**src/rtl/alu_mc.sv**
```systemverilog
// alu_mc: WIDTH-bit ALU with the 16-code FunSel map and a packed ZCNO flag word.
// Shifts/rotates step one bit per cycle under a Start/Busy/Done handshake.
module alu_mc #(
    parameter int WIDTH = 8
) (
    input  logic                     CLK,
    input  logic                     RST,
    input  logic                     Start,
    input  logic [3:0]               FunSel,
    input  logic [WIDTH-1:0]         A,
    input  logic [WIDTH-1:0]         B,
    input  logic [$clog2(WIDTH)-1:0] ShAmt,
    input  logic                     FlagWE,
    output logic [WIDTH-1:0]         OutALU,
    output logic [3:0]               ZCNO,
    output logic                     Busy,
    output logic                     Done
);

    localparam int SW  = $clog2(WIDTH);
    localparam int MSB = WIDTH - 1;

    localparam logic [3:0] OP_ADD = 4'h4;
    localparam logic [3:0] OP_SUB = 4'h5;
    localparam logic [3:0] OP_CMP = 4'h6;
    localparam logic [3:0] OP_LSL = 4'hB;
    localparam logic [3:0] OP_LSR = 4'hC;
    localparam logic [3:0] OP_ASL = 4'hD;
    localparam logic [3:0] OP_ASR = 4'hE;
    localparam logic [3:0] OP_CSR = 4'hF;

    typedef enum logic {
        IDLE,
        SHIFT
    } state_t;

    state_t           state;
    logic [WIDTH-1:0] work;
    logic             sh_c;
    logic             sh_o;
    logic [SW-1:0]    rem;
    logic [3:0]       op_q;
    logic             we_q;

    logic [WIDTH:0]   add_w;
    logic [WIDTH:0]   sub_w;
    logic [WIDTH-1:0] alu_res;
    logic             alu_c;
    logic             alu_o;
    logic             alu_wr;
    logic [3:0]       alu_flags;

    assign add_w = {1'b0, A} + {1'b0, B} + {{WIDTH{1'b0}}, ZCNO[2]};
    assign sub_w = {1'b0, A} + {1'b0, ~B} + {{WIDTH{1'b0}}, 1'b1};

    always_comb begin
        alu_res = A;
        alu_c   = ZCNO[2];
        alu_o   = ZCNO[0];
        alu_wr  = 1'b1;
        case (FunSel)
            4'h0: alu_res = A;
            4'h1: alu_res = B;
            4'h2: alu_res = ~A;
            4'h3: alu_res = ~B;
            OP_ADD: begin
                alu_res = add_w[MSB:0];
                alu_c   = add_w[WIDTH];
                alu_o   = (A[MSB] == B[MSB]) && (add_w[MSB] != A[MSB]);
            end
            OP_SUB, OP_CMP: begin
                alu_res = sub_w[MSB:0];
                alu_c   = sub_w[WIDTH];
                alu_o   = (A[MSB] != B[MSB]) && (sub_w[MSB] != A[MSB]);
                alu_wr  = (FunSel != OP_CMP);
            end
            4'h7: alu_res = A & B;
            4'h8: alu_res = A | B;
            4'h9: alu_res = ~(A & B);
            4'hA: alu_res = A ^ B;
            default: alu_res = A;
        endcase
        alu_flags = {alu_res == '0, alu_c, alu_res[MSB], alu_o};
    end

    // One shift step: returns {msb_changed, carry_out, result}.
    function automatic logic [WIDTH+1:0] step(
        input logic [3:0]       op,
        input logic [WIDTH-1:0] r,
        input logic             c
    );
        logic [WIDTH-1:0] n;
        logic             co;
        logic             chg;
        n   = r;
        co  = c;
        chg = 1'b0;
        case (op)
            OP_LSL, OP_ASL: begin
                n   = {r[MSB-1:0], 1'b0};
                co  = r[MSB];
                chg = r[MSB] ^ r[MSB-1];
            end
            OP_LSR: begin
                n  = {1'b0, r[MSB:1]};
                co = r[0];
            end
            OP_ASR: begin
                n  = {r[MSB], r[MSB:1]};
                co = r[0];
            end
            OP_CSR: begin
                n  = {c, r[MSB:1]};
                co = r[0];
            end
            default: ;
        endcase
        return {chg, co, n};
    endfunction

    function automatic logic [3:0] sh_flags(
        input logic [3:0]       op,
        input logic [WIDTH-1:0] res,
        input logic             co,
        input logic             o_acc,
        input logic             o_old
    );
        return {res == '0, co, res[MSB], (op == OP_ASL) ? o_acc : o_old};
    endfunction

    logic [WIDTH+1:0] st0;
    logic [WIDTH+1:0] stn;

    assign st0 = step(FunSel, A, ZCNO[2]);
    assign stn = step(op_q, work, sh_c);

    always_ff @(posedge CLK or posedge RST) begin
        if (RST) begin
            state  <= IDLE;
            OutALU <= '0;
            ZCNO   <= '0;
            Busy   <= 1'b0;
            Done   <= 1'b0;
            work   <= '0;
            sh_c   <= 1'b0;
            sh_o   <= 1'b0;
            rem    <= '0;
            op_q   <= '0;
            we_q   <= 1'b0;
        end else begin
            Done <= 1'b0;
            case (state)
                IDLE: begin
                    if (Start) begin
                        if (FunSel <= 4'hA) begin
                            if (alu_wr)
                                OutALU <= alu_res;
                            if (FlagWE)
                                ZCNO <= alu_flags;
                            Done <= 1'b1;
                        end else if (ShAmt == '0) begin
                            OutALU <= A;
                            if (FlagWE)
                                ZCNO <= {A == '0, ZCNO[2], A[MSB], ZCNO[0]};
                            Done <= 1'b1;
                        end else if (ShAmt == SW'(1)) begin
                            OutALU <= st0[MSB:0];
                            if (FlagWE)
                                ZCNO <= sh_flags(FunSel, st0[MSB:0], st0[WIDTH],
                                                 st0[WIDTH+1], ZCNO[0]);
                            Done <= 1'b1;
                        end else begin
                            work  <= st0[MSB:0];
                            sh_c  <= st0[WIDTH];
                            sh_o  <= st0[WIDTH+1];
                            rem   <= ShAmt - SW'(1);
                            op_q  <= FunSel;
                            we_q  <= FlagWE;
                            Busy  <= 1'b1;
                            state <= SHIFT;
                        end
                    end
                end
                SHIFT: begin
                    // rem counts the steps still to do, including this one
                    if (rem == SW'(1)) begin
                        OutALU <= stn[MSB:0];
                        if (we_q)
                            ZCNO <= sh_flags(op_q, stn[MSB:0], stn[WIDTH],
                                             sh_o | stn[WIDTH+1], ZCNO[0]);
                        Done  <= 1'b1;
                        Busy  <= 1'b0;
                        state <= IDLE;
                    end else begin
                        work <= stn[MSB:0];
                        sh_c <= stn[WIDTH];
                        sh_o <= sh_o | stn[WIDTH+1];
                        rem  <= rem - SW'(1);
                    end
                end
                default: state <= IDLE;
            endcase
        end
    end

endmodule
```
**config.mk**
```make
export PLATFORM = sky130hd
export DESIGN_NAME = alu_mc
export DESIGN_NICKNAME = d
export VERILOG_FILES = /design/src/rtl/alu_mc.sv
export SDC_FILE = /design/constraint.sdc
export NUM_CORES = 1
export LEC_CHECK = 0
export ABC_CLOCK_PERIOD_IN_PS = 3500
export CAP_MARGIN = 30
export CORE_AREA = 4 4 90 92
export CTS_CLUSTER_DIAMETER = 200
export DETAILED_ROUTE_END_ITERATION = 7
export DIE_AREA = 0 0 94 96
export HOLD_SLACK_MARGIN = 0.03
export PLACE_DENSITY = 0.83
export RECOVER_POWER = 100
export SLEW_MARGIN = 20
export SYNTH_ARGS = -nofsm -noshare
export SYNTH_HDL_FRONTEND = slang
export SYNTH_SLANG_ARGS = --single-unit
```
**constraint.sdc**
```tcl
create_clock -name CLK -period 3.5 [get_ports CLK]
set_clock_uncertainty 0.2 [all_clocks]
set_input_delay 0.7 -clock CLK [delete_from_list [all_inputs] [get_ports CLK]]
set_output_delay 0.7 -clock CLK [all_outputs]
set_load 0.1 [all_outputs]
```
After elaboration in Yosys (flattened, before gate mapping) --
Cells that the tools add are included.
Word-level totals: word-level logic and storage cells 167, bits in registers 33, input port bits 27, output and inout port bits 14
Cells by class: $add $sub $neg 6, eq/ne operators 44, multiplexer cells 71, reduce and logical (&&, ||, !) cells 19, $lt $le $gt $ge 1, bitwise operators 13
Operator list (count):
- 2-to-1 mux 8 bit | 11
- one-hot mux 8 bit (9 select lines) | 1
- one-hot mux 8 bit (4 select lines) | 2
- == test 4 bit, second input constant | 13
- 2-to-1 mux 4 bit | 9
- logical NOT 8 bit | 4
- one-hot mux 8 bit (2 select lines) | 2
- 2-to-1 mux 1 bit | 30
- inverter 8 bit | 3
- inequality test 3 bit, second input constant | 7
- adder 8 x 8 -> 9 bit | 2
- one-hot mux 1 bit (2 select lines) | 9
- == test 4 x 3 -> 1 bit, second input constant | 4
- 2-to-1 mux 3 bit | 5
- AND reduction 5 bit | 3
- AND reduction 11 bit | 1
- inequality test 2 bit, second input constant | 5
- adder 9 x 1 -> 9 bit | 1
- adder 9 x 1 -> 9 bit, second input constant | 1
- AND reduction 9 bit | 1
- AND 8 bit | 1
- == test 4 x 2 -> 1 bit, second input constant | 2
- bitwise OR 8 bit | 1
- one-hot mux 4 bit (2 select lines) | 1
- other kinds (21) | 35

Depth between registers and ports, before layout --
Gate-level depths: netlist of run 1.
word-level depth 10, depth in mapped cells 11, gate-level depth less buffers 11

Worst setup path before layout of run 1 --
Ideal clock, no wire load.
path type reg2reg, start point register ZCNO[2], end point register OutALU[6], path slack 0.162 ns, data required time 3.163 ns, data arrival time 3.001 ns, path buffers 0, clock period less this slack 3.338 ns, cell stages (with the launch flop) 11, setup time 0.137 ns, cell sequence dfrtp_1 fa_1 inv_1 fa_1 nand2b_1 a211oi_1 nor4b_1 a41oi_1 a31oi_1 a222oi_1 a21oi_1
On the way: longest elaborated chain between the ends 6
Ends and longest elaborated chain:
- start: declaration | RTL line 15 | output logic [3:0] ZCNO,
- start signal: assignment | RTL line 159 | ZCNO <= alu_flags;
- start signal: assignment | RTL line 164 | ZCNO <= {A == '0, ZCNO[2], A[MSB], ZCNO[0]};
- start signal: assignment | RTL line 169 | ZCNO <= sh_flags(FunSel, st0[MSB:0], st0[WIDTH],
- adder 9 x 1 -> 9 bit | RTL line 53 | assign add_w = {1'b0, A} + {1'b0, B} + {{WIDTH{1'b0}}, ZCNO[2]};
- one-hot mux 8 bit (9 select lines) | RTL line 61 | case (FunSel)
- 2-to-1 mux 8 bit | RTL line 156 | if (alu_wr)
- 2-to-1 mux 8 bit | RTL line 155 | if (FunSel <= 4'hA) begin
- 2-to-1 mux 8 bit | RTL line 154 | if (Start) begin
- one-hot mux 8 bit (2 select lines) | RTL line 152 | case (state)
- end signal: assignment | RTL line 157 | OutALU <= alu_res;
- end signal: assignment | RTL line 167 | OutALU <= st0[MSB:0];
- end signal: assignment | RTL line 187 | OutALU <= stn[MSB:0];
- end: declaration | RTL line 14 | output logic [WIDTH-1:0] OutALU,
No other way between the ends. The select of a mux whose other input is x is not followed. A chain may end at the register's enable or synchronous reset.

Worst setup path in the final report of run 1 --
start point input port A[0], end point register OutALU[6]
On the way: longest elaborated chain between the ends 7, elaborated cells on any way between the ends 9, classes of those cells add/sub (4); mux (5)
Ends and longest elaborated chain:
- start: declaration | RTL line 10 | input logic [WIDTH-1:0] A,
- adder 8 x 8 -> 9 bit (on tied branches) | RTL line 54, 53
- adder 9 x 1 -> 9 bit (on tied branches) | RTL line 54, 53
- one-hot mux 8 bit (9 select lines) * | RTL line 61
- 2-to-1 mux 8 bit * | RTL line 156
- 2-to-1 mux 8 bit * | RTL line 155
- 2-to-1 mux 8 bit * | RTL line 154
- one-hot mux 8 bit (2 select lines) * | RTL line 152
Mark *: on every way between the ends. The rest lies on a longest branch, timed or not. The select of a mux whose other input is x is not followed.

==> results.ini, run 1 <==
[logic_synthesis]
synthMuxAreaShare_pct = 2.04
async_flop_share_pct = 100
synthFlopType = dfrtp_1
synth_simple_gate_area_share_pct = 23.6
synthCells = 570
yosysSeqAreaShare_pct = 19.8
synth-compound-area-share_pct = 31.4
synth_cell_types = 73
syn_nets = 631
avgSynthCellArea_um2 = 7.33
yosysWarnings = 0
synthAdderAreaFrac_pct = 10.7
synth.cell_area_um2 = 4180
synth_top_family_by_area = compound AO/OA/AOI/OAI gates
synth_seq_cells = 33
synthXorXnorAreaFrac_pct = 3.98
synth-edff-count = 0

[final_layout]
antennaDiodeCount = 0
fin_cells = 758
design_area_um2 = 5230
area_delta_synth_final_pct = 25.2
drive_gt1_share_pct = 15.8
fill_cells = 619
layout.nets = 719

[clock_network]
ctsHtreeMaxLevel = 2
cts_buffer_depth = 2
postCtsHoldBufs = 0
clkSlewWorstSetupHoldPaths_ps = 70
cts_tree = yes
post_cts_buffers = 0
cts_made_buffers = 5
ctsResizeCount = 0
clk_latency_ps = 290
cts_sinks = 33
cts_root_buf = clkbuf_8

[sta]
hold_viol = 0
setup_ws_ps = 162
fin_crit_sh_pct = 95.4
period_minus_slack_ps = 3340
setup_viol = 0
fmax_ghz = 0.300
slew_violations = 34
relSlewSlack_pct = -20.1
worst_pin_slew_ps = 1800

[die]
start_util_pct = 57.9
dieHeight_um = 96
core_um2 = 7210
die-area_um2 = 9020
num_io_pins = 41
die_width_um = 94
std_cell_rows = 31

[critical_path]
rr_endpoint = OutALU[6]
path_class = in -> reg
cp_cell_sequence = clkdlybuf4s50_1 > fa_2 > inv_1 > fa_1 > nand2b_1 > a211oi_1 > buf_4 > nor4b_1 > a41oi_1 > a31oi_2 > a222oi_1 > a21oi_1
slowest_delay_ps = 530
cp_max_fo = 4
path_delay_family = compound AO/OA/AOI/OAI gates
crit_arrival_ps = 3290
rrSetupSlack_ps = 660
cp-end-kind = flip-flop
cp-start-kind = input pin
worstRegToRegCells = 11
required_ps = 3450
cp_slowest_cell = clkdlybuf4s50_1
reg2reg_from = ZCNO[2]
cp.buffers_inverters = 3

[min_path]
hold_path_class = reg -> reg
holdPathEnd = sh_o
min-delay-start = sh_o
worstHoldPathCells = 2

[grt]
grt.overflow.total = 0
grt_usage_pct = 32.6
antenna_found_initial = 0
grt_pass1_wl_um = 23300
grt_max_degree = 52
first_global_vias = 4617

[route]
drt_pass1_iterations = 5
via_per_inst = 6.41
initialDrtViolationCount = 424
drt-wirelength-per-cell_um = 18.9
postRouteWirelength_um = 14400
drc = 0
ant_nets = 0
vias = 4856

[placed_design]
dp_hpwl_um = 11300
io_buffers = 40
pre_cts_slack_ps = -200
place_congestion = 0.978
placed_area_um2 = 5140
dp_cells = 750

[outcome]
violations = capacitance limit, slew limit
status = complete, but fails checks

[pwr]
cellPowerDensity_nw_per_um2 = 640
irDropWorstVdd_mv = 0.352
power_mw = 3.35
p_leak_nw = 2.26

[flow_run]
maxCapViolCount = 1

-- cell usage in the layout (no fill, tap or decap), types with 5 or more instances in the layout --
cell	netlist	layout
nand3_1	9	9
o22ai_1	8	8
nor4b_1	5	5
a221oi_1	7	7
clkbuf_8	0	6
nor2b_1	8	8
o21ai_0	26	26
a22oi_1	5	5
and3_1	5	5
dfrtp_1	33	33
xor2_1	8	8
a31oi_1	16	15
nor2_1	53	53
a21oi_1	42	41
a21o_1	5	5
xnor2_1	11	11
inv_1	40	40
nor4_1	7	7
nand2_1	52	52
o211ai_1	10	10
a211oi_1	13	13
clkdlybuf4s50_1	0	24
ha_1	31	31
nand2b_1	17	17
nor3_1	17	17
buf_4	1	77
o21ai_1	6	6
clkbuf_1	27	19
-- state kept, by name (all words and copies together), names as in the netlist --
name / count
work: 8
rem: 3
Done: 1
op_q: 4
state: 1
ZCNO: 4
sh_o: 1
OutALU: 8
Busy: 1
sh_c: 1
we_q: 1
-- metrics by stage --
stage | hold WS [ps] | TNS [ps] | utilization, %
global route | 346 | -15.0 | 72.5
finish | 310 | 0 | 72.5
detailed placement | 301 | -974 | 71.3
CTS | 320 | 0 | 72.9
global placement | 289 | -761 | 71.3
floorplan | 263 | 0 | -
-- cells in the mapped netlist (10+ instances only) --
library cell,number,area share [%]
nand2_1,52,4.7
a21oi_1,42,5.0
ha_1,31,9.3
clkbuf_1,27,2.4
dfrtp_1,33,20
o21ai_0,26,3.1
nand2b_1,17,2.5
a211oi_1,13,2.3
nor2_1,53,4.8
xnor2_1,11,2.3
nor3_1,17,2.0
buf_2,10,1.2
a31oi_1,16,2.4
o211ai_1,10,1.8
inv_1,40,3.6
-- worst register-to-register path, cell delays in order (launching register included) --
cell      delay (ps)
dfrtp_1          430
fa_2             260
inv_1             60
fa_1             380
nand2b_1         200
a211oi_1         210
buf_4            160
nor4b_1           50
a41oi_1          200
a31oi_2          140
a222oi_1         300
a21oi_1          110
-- routing by layer --
metal,vias up,track usage [%],wire length [um]
met2,250,58.6,7050
met4,0,15.4,725
li1,2278,-,-
met1,2268,38.6,5500
met3,60,3.99,1080
met5,-,0,0
-- layout make-up --
type                            count  area, um2  share of cell area, %
Multi-Input combinational cell    451       3040                   58.1
Tap cell                           99        124                   2.37
Timing Repair Buffer              124        966                   18.5
Inverter                           43        161                   3.08
Clock buffer                        7       86.3                   1.65
Clock inverter                      1       30.0                  0.574
Sequential cell                    33        826                   15.8
-- where the power goes --
group / internal [mW] / leakage (nW) / switching (mW) / total, mW
logic: 0.689 / 1.82 / 1.53 / 2.22
clock network: 0.232 / 0.0585 / 0.145 / 0.378
registers: 0.571 / 0.380 / 0.184 / 0.755
-- worst max-delay path by stage --
stage / endpoint / depth (start not counted) / startpoint
final: OutALU[6] / 12 / A[0]
after floorplan: OutALU[6] / 10 / ZCNO[2]
after CTS: OutALU[7] / 10 / A[0]
after detailed placement: OutALU[7] / 10 / A[0]
after global placement: ZCNO[3] / 12 / B[0]
after global routing: ZCNO[2] / 12 / B[0]
-- cells by family after synthesis --
| group | after synthesis |
|---|---|
| XOR/XNOR | 19 |
| adder cells (fa/ha/maj) | 34 |
| flip-flops | 33 |
| buffers and inverters | 86 |
| multiplexers | 8 |
| AO/OA/AOI/OAI | 191 |
| AND/OR/NAND/NOR | 199 |
No activity file was read; power rests on OpenSTA's default activity.
==> inputs of run 2 (changes only) <==
MAX_ROUTING_LAYER = met4   (was default)
==> run 2 against run 1 <==
- the run still ends with capacitance limit, slew limit left
- register-to-register slack worse by 50 ps
- global-route usage grew 1.6 points
- sequential power up 0.7%
- critical path depth decreased by 2
- wire length up 2.5%
- fmax fell by 0.54%
- design area shrank 0.62%
- worst hold slack got worse by 6.5 ps
- die area did not move
- count of clock-buffer cells in the layout unchanged
- largest cell class unchanged
==> results.ini, run 2 (synthesized netlist as in run 1, its figures left out) <==
[outcome]
status = complete, but fails checks
violations = capacitance limit, slew limit

[critical_path]
path_class = in -> reg
crit_start = A[2]
cp.buffers_inverters = 2  ; -1
crit_arrival_ps = 3330  ; +40 ps
cp_slowest_cell = a2111oi_0
cp_cell_sequence = dlygate4sd3_1 > clkbuf_2 > ha_1 > nor3b_1 > a2111oi_0 > xnor2_1 > nand2_1 > a31oi_1 > a21oi_1 > a21o_1
cp-start-kind = input pin
cp-end-kind = flip-flop
path_delay_family = compound AO/OA/AOI/OAI gates
reg2reg_from = ZCNO[2]
slowest_delay_ps = 600  ; +70 ps
cp_max_fo = 6  ; +2
required_ps = 3470  ; +20 ps

[sta]
fin_crit_sh_pct = 95.9  ; +0.52 points
fmax_ghz = 0.298  ; -0.54%
period_minus_slack_ps = 3360  ; +18.1 ps
setup_viol = 0  ; unchanged
relSlewSlack_pct = -18.6  ; +1.5 points
hold_viol = 0  ; unchanged
rsz0062_at_grt = no
worst_pin_slew_ps = 1780  ; -22.0 ps
slew_violations = 34  ; unchanged

[final_layout]
layout.nets = 721  ; +0.28%
drive_gt1_share_pct = 15.6  ; -0.18 points
layout_commonest_cell = buf_4
fill_cells = 626  ; +1.1%
final_cell_mix = buf_4, nor2_1, nand2_1, a21oi_1, inv_1
fin_cells = 759  ; +0.13%
antennaDiodeCount = 0  ; unchanged
top_regs = OutALU: 8 flops, work: 8 flops
area_delta_synth_final_pct = 24.5

[clock_network]
ctsHtreeMaxLevel = 2  ; unchanged
cts_made_buffers = 5  ; unchanged
cts_sinks = 33  ; unchanged
cts_buffer_depth = 2  ; unchanged
cts_root_buf = clkbuf_8
post_cts_buffers = 0  ; unchanged
clkSlewWorstSetupHoldPaths_ps = 70  ; about the same
cts_tree = yes
clk_latency_ps = 280  ; about the same

[route]
drt-wirelength-per-cell_um = 19.4  ; +2.3%
initialDrtViolationCount = 489  ; +15%
ant_nets = 0  ; unchanged
drt_pass1_iterations = 7  ; +2
via_per_inst = 6.57  ; +2.6%
drc = 0  ; unchanged
vias = 4989  ; +2.7%
postRouteWirelength_um = 14700  ; +2.5%

[placed_design]
place_congestion = 1.01  ; +3.0%
dp_cells = 752  ; +0.27%
dp_hpwl_um = 11600  ; +3.1%
io_buffers = 40  ; unchanged

[pwr]
cellPowerDensity_nw_per_um2 = 629  ; -1.6%
power_mw = 3.27  ; -2.3%
irDropWorstVdd_mv = 0.341  ; -3.2%
p_leak_nw = 2.26  ; +0.25%

[grt]
grt_pass1_wl_um = 23600  ; +1.3%
first_global_vias = 4775  ; +3.4%
grt_usage_pct = 34.2  ; +1.6 points
antenna_found_initial = 0  ; unchanged
grt_max_degree = 39  ; -25%
grt.overflow.total = 0  ; unchanged

[flow_run]
maxCapViolCount = 1  ; unchanged

[die]
start_util_pct = 57.9  ; unchanged
die_width_um = 94  ; unchanged
core_um2 = 7210  ; unchanged
dieHeight_um = 96  ; unchanged
std_cell_rows = 31  ; unchanged
num_io_pins = 41  ; unchanged
die-area_um2 = 9020  ; unchanged

[min_path]
min-delay-start = ZCNO[1]
hold_path_class = reg -> reg

-- run 2: cell types whose count changed in the layout (fill, tap and decap cells not counted), sizes merged --
cell	before	now
clkbuf	25	29
clkdlybuf4s50	24	21
buf	80	78
dlymetal6s2s	0	2
bufinv	1	0
dlygate4sd3	2	3
-- run 2: report_power, final --
part / internal [mW] / total [mW] / leakage (nW) / switching (mW)
Combinational: 0.685 / 2.22 / 1.84 / 1.54
Sequential: 0.571 / 0.760 / 0.380 / 0.189
Clock: 0.156 / 0.292 / 0.0443 / 0.136
-- run 2: final timing paths --
path	to	slack [ps]	depth (start not counted)
max	ZCNO[3]	140	10
min	ZCNO[1]	300	2
max reg2reg	OutALU[6]	610	11
min reg2reg	ZCNO[1]	300	2
max in group asynchronous	rem[2]	780	3
min in group asynchronous	OutALU[1]	1290	3
-- run 2: timing repair --
| item | 4_1_cts | 5_1_grt |
|---|---|---|
| gates resized for setup | 0 | 9 |
| hold buffers | 0 | 0 |
| endpoints found under the setup margin | 0 | 8 |
-- run 2: worst register-to-register path, cell delays in order (launching register included) --
cell      delay, ps
dfrtp_1         420
fa_2            260
inv_1            60
fa_1            410
nand2b_1        180
a211oi_1        210
buf_4           160
nor4b_1          50
a41oi_1         170
a31oi_1         150
a222oi_1        360
a21oi_1         120
-- run 2: per-layer routing --
metal  vias up  GRT usage (%)  wire [um]
met2       283           59.6       7260
met5         -              -          0
met3        65           3.99       1060
met4         0           15.0        650
met1      2363           39.9       5750
li1       2278              -          -
-- run 2: layout make-up --
type | count | area [um2] | share of cell area (%)
sequential | 33 | 826 | 15.9
clock buffer | 7 | 86.3 | 1.66
tap | 99 | 124 | 2.38
multi-input combinational | 451 | 3040 | 58.4
timing repair buffer | 126 | 968 | 18.6
inverter | 43 | 161 | 3.10
-- run 2: metrics by stage --
step	area [um2]	hold slack, ps	setup slack [ps]	util (%)	TNS [ps]
floorplan	4180	263	162	-	0
global placement	5150	287	-148	71.3	-748
detailed placement	5150	297	-208	71.3	-1250
CTS	5230	311	71.8	72.5	0
global route	5200	332	31.8	72.1	0
finish	5200	304	144	72.1	0
==> inputs of run 3 (changes only) <==
ABC_CLOCK_PERIOD_IN_PS = 3300   (was 3500)
SLEW_MARGIN = 10   (was 20)
clock period = 3.3 ns   (was 3.5 ns; I/O delays follow)
==> run 3 against run 2 <==
- the run now ends clean
- clock power up 4%
- first-iteration DRC count fell by 7.2%
- sequential power up 5.4%
- worst setup slack got worse by 71 ps
- non-clock buffer count up 28
- critical endpoint unchanged
- highest routed layer unchanged
==> results.ini, run 3 (synthesized netlist as in run 1, its figures left out) <==
[placed_design]
pre_cts_slack_ps = -394  ; -186 ps
dp_hpwl_um = 11900  ; +2.1%
io_buffers = 40  ; unchanged
placed_area_um2 = 5360  ; +4.2%
dp_cells = 779  ; +3.6%
place_congestion = 1.03  ; +2.1%

[critical_path]
path_delay_family = buffers and inverters
crit_cells = 10  ; unchanged
cp_slowest_cell = o32ai_1
rr_endpoint = OutALU[1]
slowest_delay_ps = 430  ; -170 ps
required_ps = 3330  ; -140 ps
crit_start = FunSel[1]
cp-start-kind = input pin
path_class = in -> reg
cp_cell_sequence = clkdlybuf4s50_1 > buf_2 > buf_12 > inv_1 > nor2_1 > a311o_1 > o32ai_1 > nand4_1 > nor4_1 > a21o_1
setup.worst_path.end = ZCNO[3]
crit_arrival_ps = 3260  ; -70 ps
worstRegToRegCells = 11  ; unchanged
cp_max_fo = 21  ; +15
reg2reg_from = ZCNO[2]
rrSetupSlack_ps = 410  ; -200 ps
cp.buffers_inverters = 4  ; +2
cp-end-kind = flip-flop

[final_layout]
top_regs = OutALU: 8 flops, work: 8 flops
layout.nets = 749  ; +3.9%
final_cell_mix = buf_4, nor2_1, nand2_1, inv_1, a21oi_1
drive_gt1_share_pct = 21.3  ; +5.7 points
design_area_um2 = 5440  ; +4.6%
area_delta_synth_final_pct = 30.2
layout_commonest_cell = buf_4
final_util_pct = 75.4  ; +3.3 points
antennaDiodeCount = 0  ; unchanged
fin_cells = 788  ; +3.8%

[pwr]
p_clk_share_pct = 8.7  ; -0.2 points
cellPowerDensity_nw_per_um2 = 643  ; +2.2%
p_sw_share_pct = 57.0  ; +0.19 points
power.internal_mw = 1.50  ; +6.4%
p_comb_share_pct = 68.4  ; +0.5 points
pwr-share-seq_pct = 22.9  ; -0.3 points
p_switching_mw = 2.00  ; +7.3%
power_mw = 3.50  ; +6.9%
p_leak_nw = 2.39  ; +5.8%
irDropWorstVdd_mv = 0.312  ; -8.7%

[min_path]
hold_path_class = reg -> reg

[clock_network]
cts_sinks = 33  ; unchanged
cts_tree = yes
cts_made_buffers = 5  ; unchanged
postCtsHoldBufs = 0  ; unchanged
clk_latency_ps = 290  ; about the same
ctsHtreeMaxLevel = 2  ; unchanged
cts_root_buf = clkbuf_8
clkSlewWorstSetupHoldPaths_ps = 80  ; about the same
cts_buffer_depth = 2  ; unchanged

[sta]
rsz0062_at_grt = yes
holdWs_ps = 303  ; -0.207 ps
setup_viol = 0  ; unchanged
setup_ws_ps = 72.9  ; -70.8 ps
slew_violations = 0  ; -100%
period_minus_slack_ps = 3230
tns_ps = 0  ; unchanged
fin_crit_sh_pct = 97.8
worst_pin_slew_ps = 1270  ; -509 ps
fmax_ghz = 0.310
relSlewSlack_pct = 15.3  ; +34 points
hold_viol = 0  ; unchanged

[flow_run]
maxCapViolCount = 0  ; -1

[grt]
grt.overflow.total = 0  ; unchanged
first_global_vias = 4981  ; +4.3%
grt_usage_pct = 34.7  ; +0.51 points
antenna_found_initial = 0  ; unchanged
grt_max_degree = 35  ; -10%
grt_pass1_wl_um = 24200  ; +2.6%

[die]
core_um2 = 7210  ; unchanged
start_util_pct = 57.9  ; unchanged
std_cell_rows = 31  ; unchanged
num_io_pins = 41  ; unchanged
dieHeight_um = 96  ; unchanged
die_width_um = 94  ; unchanged
die-area_um2 = 9020  ; unchanged

[outcome]
status = completed

[route]
via_per_inst = 6.39  ; -2.8%
drt_pass1_iterations = 5  ; -2
initialDrtViolationCount = 454  ; -7.2%
postRouteWirelength_um = 14900  ; +1.3%
drc = 0  ; unchanged
drt-wirelength-per-cell_um = 18.9  ; -2.4%
ant_nets = 0  ; unchanged
vias = 5035  ; +0.92%

## run 3: changes by cell type in the layout (fill, tap and decap cells not counted), moves of 3 or more
| cell | previous run | this run |
|---|---|---|
| a211oi_2 | 0 | 3 |
| clkbuf_1 | 20 | 16 |
| buf_4 | 75 | 108 |
| a211oi_1 | 13 | 10 |
## run 3: how the worst min path moves through the flow
stage | from | endpoint | slack (ps) | depth (start not counted)
detailed placement | sh_o | sh_o | 290 | 2
floorplan | sh_o | sh_o | 260 | 2
CTS | sh_o | sh_o | 300 | 2
finish | sh_o | sh_o | 300 | 2
global route | sh_o | sh_o | 320 | 2
global placement | sh_o | sh_o | 290 | 2
## run 3: routing by layer
metal / wire, um / up-vias / global-route usage (%) / part of all wire [%]
met1: 5670 / 2353 / 39.9 / 38
li1: - / 2329 / - / -
met2: 7290 / 276 / 59.2 / 49
met5: 0 / - / - / 0
met3: 1130 / 77 / 3.60 / 7.6
met4: 813 / 0 / 19.9 / 5.5
## run 3: worst reg2reg max path: stages, from the launching register on
cell	delay, ps
dfrtp_2	440
fa_2	390
inv_1	90
fa_2	420
o32a_1	340
o22ai_1	200
o32ai_2	130
buf_4	160
nor2_1	80
nor3_1	60
buf_4	160
o22ai_1	160
## run 3: what timing repair did
item	4_1_cts	5_1_grt
buffers inserted	1	0
endpoints found under the hold margin	0	0
endpoints found under the setup margin	7	9
pin swaps	3	6
gates resized for setup	6	14
## run 3: final cells by class
class	count	area (um2)
Multi-Input combinational cell	451	3070
Clock inverter	3	17.5
Sequential cell	33	827
Inverter	43	161
Fill cell	590	1770
Clock buffer	5	68.8
Timing Repair Buffer	154	1180
Tap cell	99	124
## run 3: power groups by stage
stage                     Sequential [mW]  Clock, mW  Combinational, mW
after global routing                0.815      0.319               2.58
after detailed placement            0.799          0               2.43
final                               0.801      0.303               2.39
after global placement              0.785          0               2.36
after CTS                           0.793      0.302               2.45
after floorplan                      1.31          0               1.22
